--- src/rtl/td4_exec_ctrl.sv ---
// td4_exec_ctrl: execution controller for the 4-bit TD4 CPU.
//
// This module owns the 16x8 program memory. It shares that memory between CPU
// instruction fetch and an external program loader. It sequences the CPU through
// a one-cycle register-update enable (cpu_en) and a CPU reset (cpu_reset), and it
// provides halt, run (at a divided rate), single-step and restart control.
//
// Optional feature: define BREAKPOINT_EN to add a single address breakpoint.
// The breakpoint adds the ports bp_enable, bp_addr and bp_hit.
//
// Ports:
//   clock        in   system clock
//   reset        in   synchronous, active-high
//   run_req      in   1-cycle pulse: HALT -> RUN
//   halt_req     in   1-cycle pulse: any -> HALT
//   step_req     in   1-cycle pulse: HALT -> execute one instruction
//   restart_req  in   1-cycle pulse: pulse cpu_reset, end in HALT
//   rate         in   RUN tick period minus 1 (0 = every cycle)
//   cpu_address  in   CPU fetch address
//   cpu_data     out  mem[cpu_address], combinational read
//   cpu_en       out  CPU register-update enable, one cycle per instruction
//   cpu_reset    out  CPU synchronous reset
//   ld_valid     in   loader write request
//   ld_addr      in   loader write address
//   ld_data      in   loader write data
//   ld_ready     out  loader may write this cycle
//   bp_enable    in   (BREAKPOINT_EN) breakpoint armed
//   bp_addr      in   (BREAKPOINT_EN) breakpoint address
//   bp_hit       out  (BREAKPOINT_EN) 1-cycle pulse when RUN stops on bp_addr
//   halted       out  state == HALT
//
// state   | meaning
// HALT    | idle; loader owns memory, waits for run/step/restart
// RUN     | free-running, cpu_en once every rate+1 cycles
// STEP    | single cycle with cpu_en=1, then HALT
// RESTART | single cycle with cpu_reset=1, then HALT
module td4_exec_ctrl #(
  parameter int RATE_W = 4
) (
  input  logic              clock,
  input  logic              reset,
  input  logic              run_req,
  input  logic              halt_req,
  input  logic              step_req,
  input  logic              restart_req,
  input  logic [RATE_W-1:0] rate,
  input  logic [3:0]        cpu_address,
  output logic [7:0]        cpu_data,
  output logic              cpu_en,
  output logic              cpu_reset,
  input  logic              ld_valid,
  input  logic [3:0]        ld_addr,
  input  logic [7:0]        ld_data,
  output logic              ld_ready,
`ifdef BREAKPOINT_EN
  input  logic              bp_enable,
  input  logic [3:0]        bp_addr,
  output logic              bp_hit,
`endif
  output logic              halted
);

  typedef enum logic [1:0] {S_HALT, S_RUN, S_STEP, S_RESTART} state_t;

  state_t            state, state_nxt;
  logic [RATE_W-1:0] cnt, cnt_nxt;
  logic              tick_due;
  logic              en_raw;
  logic              bp_stop;
  logic              bp_block;
  logic [7:0]        mem [16];

`ifdef BREAKPOINT_EN
  logic bp_skip;

  // bp_skip lets a resumed RUN execute the instruction it stopped on.
  assign bp_block = bp_enable & (cpu_address == bp_addr) & ~bp_skip;

  always_ff @(posedge clock) begin
    if (reset)
      bp_skip <= 1'b0;
    else if (state == S_HALT && state_nxt == S_RUN)
      bp_skip <= 1'b1;
    else if (state == S_RUN && tick_due)
      bp_skip <= 1'b0;
  end

  assign bp_hit = bp_stop & ~reset;
`else
  assign bp_block = 1'b0;
`endif

  always_comb begin
    state_nxt = state;
    cnt_nxt   = cnt;
    tick_due  = 1'b0;
    en_raw    = 1'b0;
    bp_stop   = 1'b0;
    case (state)
      S_HALT: begin
        if (restart_req)   state_nxt = S_RESTART;
        else if (step_req) state_nxt = S_STEP;
        else if (run_req) begin
          state_nxt = S_RUN;
          cnt_nxt   = '0;
        end
      end
      S_RUN: begin
        // The compare is >= so that lowering rate below cnt ticks at once.
        tick_due = (cnt >= rate);
        if (tick_due) begin
          cnt_nxt = '0;
          if (bp_block) bp_stop = 1'b1;
          else          en_raw  = 1'b1;
        end else begin
          cnt_nxt = cnt + RATE_W'(1);
        end
        if (restart_req)             state_nxt = S_RESTART;
        else if (halt_req || bp_stop) state_nxt = S_HALT;
      end
      S_STEP: begin
        en_raw    = 1'b1;
        state_nxt = restart_req ? S_RESTART : S_HALT;
      end
      default: begin
        state_nxt = restart_req ? S_RESTART : S_HALT;
      end
    endcase
  end

  always_ff @(posedge clock) begin
    if (reset) begin
      state <= S_HALT;
      cnt   <= '0;
    end else begin
      state <= state_nxt;
      cnt   <= cnt_nxt;
    end
  end

  // The program memory survives a restart. Only the board reset clears it.
  always_ff @(posedge clock) begin
    if (reset) begin
      for (int i = 0; i < 16; i++) mem[i] <= 8'h00;
    end else if (ld_valid && ld_ready) begin
      mem[ld_addr] <= ld_data;
    end
  end

  assign cpu_data  = mem[cpu_address];
  assign cpu_en    = en_raw & ~reset;
  assign cpu_reset = reset | (state == S_RESTART);
  assign ld_ready  = (state == S_HALT) & ~reset;
  assign halted    = (state == S_HALT);

endmodule

--- config.mk ---
export PLATFORM = sky130hd
export DESIGN_NAME = td4_exec_ctrl
export DESIGN_NICKNAME = d
export VERILOG_FILES = /design/src/rtl/td4_exec_ctrl.sv
export SDC_FILE = /design/constraint.sdc
export NUM_CORES = 1
export LEC_CHECK = 0
export CORE_MARGIN = 4
export CORE_UTILIZATION = 45
export CTS_CLUSTER_DIAMETER = 100
export DETAILED_ROUTE_END_ITERATION = 10
export DONT_BUFFER_PORTS = 1
export HOLD_SLACK_MARGIN = 0.03
export PLACE_DENSITY = 0.72
export REMOVE_ABC_BUFFERS = 1
export SLEW_MARGIN = 20
export SYNTH_ARGS = -nofsm -noshare
export SYNTH_HDL_FRONTEND = slang
export SYNTH_SLANG_ARGS = --single-unit
--- constraint.sdc ---
create_clock -name clock -period 2.15 [get_ports clock]
set_clock_uncertainty 0.1 [all_clocks]
set_input_delay 0.215 -clock clock [delete_from_list [all_inputs] [get_ports clock]]
set_output_delay 0.215 -clock clock [all_outputs]
set_load 0.01 [all_outputs]
Yosys cells after proc, flatten, opt, wreduce, memory -nomap -nowiden
Memories as Yosys holds them, arrays and structs flattened.
Cells that the tools add are included.
{ "word_totals": {"ramBits": 128, "output_inout_bits": 12, "memories": 1, "reg_bits": 6} }
{ "mem_list": {"columns": ["name", "words", "word_bits", "read_ports", "rd_ports_with_merged_regs", "write_ports", "line", "text"], "rows": [
  ["mem", 16, 8, 1, 0, 16, "71", "logic [7:0] mem [16];"]
]} }
{ "classes": {"reduce_logical": 7, "n_lt_le_gt_ge": 1, "addsub": 1, "n_bitwise": 4, "eq_ne": 8, "n_mux": 23} }
{ "ops": {"columns": ["operator", "count"], "rows": [
  ["$mux W4", 5],
  ["$mux W2", 6],
  ["$mux W1", 8],
  ["$mux W8", 1],
  ["$pmux W4 S2", 1],
  ["$reduce_or A8 Y1", 1],
  ["$ne A2 B2 Y1 const B", 3],
  ["$add A4 B1 Y4 const B", 1],
  ["$eq A2 B2 Y1 const B", 2],
  ["$ge A4 B4 Y1", 1],
  ["$ne A4 B4 Y1 const B", 1],
  ["$pmux W2 S2", 1],
  ["$reduce_and A4 Y1", 1],
  ["$ne A3 B3 Y1 const B", 1],
  ["$and A1 B1 Y1", 2],
  ["$eq A2 B1 Y1 const B", 1],
  ["$logic_not A2 Y1", 1],
  ["$pmux W1 S2", 1],
  ["$reduce_and A2 Y1", 1],
  ["$reduce_bool A2 Y1", 1],
  ["$logic_and A1 B1 Y1", 1],
  ["$logic_or A1 B1 Y1", 1],
  ["$not A1 Y1", 1],
  ["$or A1 B1 Y1", 1]
]} }

Depth between registers and ports, before layout
Gate-level depths: netlist of run 1.
{ "logic_depth": {"ltp_word": 8, "depth_mapped": 6, "depth_no_buf": 6} }

Worst setup path before layout of run 1
OpenSTA, ideal clock, no wires.
{ "synth_path": {"kind": "reg2reg", "from": "register state[0]", "to": "memory mem[0][0], enable pin", "stages_incl_launch_ff": 7, "slack_ps": 152, "t_arrival_ps": 1588, "n_path_buf": 0, "setup_ps": 310, "cell_sequence": "dfxtp_1 -> inv_1 -> ha_1 -> nor2b_1 -> nand2_1 -> nor3_1 -> or2_2"} }
{ "synth_rtl": {"columns": ["element", "line", "text"], "rows": [
  ["start: declaration", "65", "state_t state, state_nxt;"],
  ["start signal: assignment", "136", "state <= state_nxt;"],
  ["end: declaration", "71", null]
]} }

==> impl_metrics.env, run 1 <==
export IMPL_n_antenna_cell=0
export IMPL_finalHoldViolCount=0
export IMPL_post_cts_buffers=0
export IMPL_ir_drop_uv=554
export IMPL_drtIter0Drc=315
export IMPL_ff2ff_path_depth=6
export IMPL_grt_first_pass_wirelength_um=22500
export IMPL_viasPerCell=5.56
export IMPL_synth_fa_ha_area_share_pct=1.78
export IMPL_cts_tree="built"
export IMPL_synth_seq_area_share_pct=62.7
export IMPL_power_leakage_nw=2.69
export IMPL_met3WireLength_um=775
export IMPL_rsz0062_at_grt="true"
export IMPL_overflow=0
export IMPL_synth_cell_area_sq_mm=0.00632
export IMPL_synth_top_family_by_area="simple AND/OR/NAND/NOR gates"
export IMPL_endpoint_kind="register"
export IMPL_worstSetupPathType="register to register"
export IMPL_place_congestion=0.877
export IMPL_place_detailed_hpwl_um=9370
export IMPL_coreArea_sq_mm=0.0138
export IMPL_instances_no_fill=654
export IMPL_routed_top_layer="met4"
export IMPL_yosysWarnings=0
export IMPL_critPathLaunchType="register"
export IMPL_io_buffers=0
export IMPL_wl_met2_um=7100
export IMPL_crit_fanout=9
export IMPL_synth_mux_area_share_pct=11.4
export IMPL_syn_inst=436
export IMPL_grt_use_total_pct=18.7
export IMPL_ant_nets=0
export IMPL_drc=0
export IMPL_area_growth_pct=17.0
export IMPL_crit_start="state[0]"
export IMPL_start_util_pct=45.7
export IMPL_synth_simple_area_share_pct=18.9
export IMPL_rows=43
export IMPL_crit_path_end="mem[10][2]"
export IMPL_p_per_area_mw_per_mm2=876
export IMPL_layout_min_cycle_time_ns=2.11
export IMPL_cts_buffers=17
export IMPL_rr_endpoint="mem[10][2]"
export IMPL_dpl_cell_count=609
export IMPL_synth_compound_area_share_pct=3.40
export IMPL_cts_max_path_buffers=2
export IMPL_synthDistinctLibCells=31
export IMPL_drtPass1Iterations=4
export IMPL_htree_levels=4
export IMPL_min_path_type="input port to register"
export IMPL_setup_viol=0
export IMPL_drt_total_wl_um=14200
export IMPL_cts_root_buf="clkbuf_16"
export IMPL_hold_ws_ns=0.0555
export IMPL_grt_start_max_net_pins=33
export IMPL_clkTransAtPathRegs_ns=0.05
export IMPL_fillerInstances=1070
export IMPL_worstMarginPinSlew_ns=0.739
export IMPL_num_vias=3637
export IMPL_cap_violations=0
export IMPL_die_h_um=127
export IMPL_syn_avg_cell_area_sq_um=14.5
export IMPL_final_cell_mix="129 x and2_1, 128 x edfxtp_1, 32 x mux4_2, 17 x nand2_1, 17 x clkbuf_16"
export IMPL_ys_dominant_reg_cell="edfxtp_1"
export IMPL_synthXorXnorAreaFrac_pct=0
export IMPL_max_freq_mhz=474
export IMPL_outcome="complete, no violations"
export IMPL_fin_nets=498
export IMPL_maxSlewHeadroom_pct=50.6
export IMPL_synth_edff_count=128
export IMPL_reg2reg_from="state[0]"
export IMPL_die_area_sq_mm=0.0160
export IMPL_finalMaxSlewViolations=0
export IMPL_chipWidth_um=127
export IMPL_async_flop_share_pct=0
export IMPL_synth_seq_cells=134
export IMPL_drive_gt1_share_pct=22.8
export IMPL_antenna_found_initial=0
export IMPL_rrSetupSlack_ns=0.04
export IMPL_grt_pass1_vias=3909
export IMPL_ios=39
export IMPL_critPathArrivalTime_ns=2.10
export IMPL_worst_ep_required_time_ns=2.15
export IMPL_min_period_over_period_pct=98.1
export IMPL_final_common_cell="and2_1"
export IMPL_insertion_delay_ns=0.40
export IMPL_cts_sinks=134
export IMPL_met1Wirelength_um=6010
export IMPL_wire_per_inst_um=21.7
==> layout make-up <==
class | count | area, sq um | area share (%)
Clock buffer | 18 | 429 | 5.80
Clock inverter | 13 | 206 | 2.79
Inverter | 7 | 26.3 | 0.355
Multi-Input combinational cell | 275 | 2310 | 31.2
Sequential cell | 134 | 3970 | 53.6
Tap cell | 180 | 225 | 3.04
Timing Repair Buffer | 27 | 238 | 3.21
==> report_power, final <==
group          leakage, nW  internal, mW  switching (mW)
Clock                0.297          2.05            1.04
Combinational         1.05         0.173           0.222
Sequential            1.35          2.96          0.0387
Total                 2.69          5.18            1.30
==> logic make-up after synthesis <==
kind of cell             after synthesis
buffers and inverters                 27
adder cells (fa/ha/maj)                9
multiplexers                          32
AO/OA/AOI/OAI                         32
AND/OR/NAND/NOR                      202
flip-flops                           134
==> worst min path at each step <==
stage | depth (start not counted) | to | from
global route | 1 | mem[4][2] | reset
detailed placement | 1 | state[1] | reset
CTS | 1 | mem[11][2] | reset
global placement | 1 | state[1] | reset
finish | 1 | mem[11][2] | reset
floorplan | 1 | cnt[0] | reset
==> flip-flops by register name, summed over array words and instances, names as in the netlist <==
name	cells
mem	128
cnt	4
state	2
==> worst max-delay path, cell delays in order, from the launching register on <==
cell and delay, ns:
dfxtp_1 0.34, inv_1 0.11, ha_2 0.22, nor2b_1 0.17, nand2_1 0.16, nor2_1 0.37
or2_2 0.32
==> cell usage after synthesis (2+ instances only) <==
master / number / area share [%]
dfxtp_1: 6 / 1.9
buf_2: 2 / 0.16
mux4_2: 32 / 11
a22oi_1: 16 / 1.9
nor2_1: 15 / 0.89
or2_2: 18 / 1.8
o211ai_1: 2 / 0.24
clkbuf_1: 12 / 0.71
nor3b_1: 3 / 0.36
buf_1: 4 / 0.24
nand3_1: 3 / 0.24
nor3_1: 4 / 0.32
a21oi_1: 6 / 0.48
and2_1: 129 / 13
o21ai_0: 3 / 0.24
a31oi_1: 3 / 0.30
nand2b_1: 3 / 0.30
ha_1: 9 / 1.8
edfxtp_1: 128 / 61
buf_4: 2 / 0.24
or3b_2: 2 / 0.28
inv_1: 7 / 0.42
nand2_1: 17 / 1.0
nor2b_1: 3 / 0.30
==> routing by layer <==
| layer | up-vias | GRT usage (%) |
|---|---|---|
| met5 | - | 0 |
| met1 | 1842 | 24.3 |
| met4 | 0 | 6.75 |
| met3 | 19 | 5.01 |
| met2 | 117 | 30.4 |
| li1 | 1659 | - |
==> metrics by stage <==
| stage | TNS, ns | area [sq um] | worst slack [ns] | total power [mW] | utilization [%] |
|---|---|---|---|---|---|
| floorplan | 0 | 6240 | 0.152 | 3.27 | - |
| global placement | 0 | 6560 | 0.165 | 3.36 | 47.4 |
| detailed placement | 0 | 6560 | 0.0677 | 3.37 | 47.4 |
| CTS | 0 | 7330 | 0.00768 | 6.51 | 53.0 |
| global route | -1.50 | 7400 | -0.0768 | 6.68 | 53.5 |
| finish | 0 | 7400 | 0.0406 | 6.48 | 53.5 |
==> repair_timing <==
| item | CTS | global route |
|---|---|---|
| hold buffers | 13 | 1 |
| gates resized for setup | 2 | 15 |
| hold endpoints to repair | 136 | 15 |
| pin swaps | 0 | 5 |
| setup endpoints to repair | 2 | 76 |
Power figures use the tool's default switching activity.
==> inputs of run 2 (changes only) <==
Settings changed: SLEW_MARGIN 20 to 30.
==> results of run 2 <==
Same layout as run 1: the final DEF is identical, and so are final timing and power.
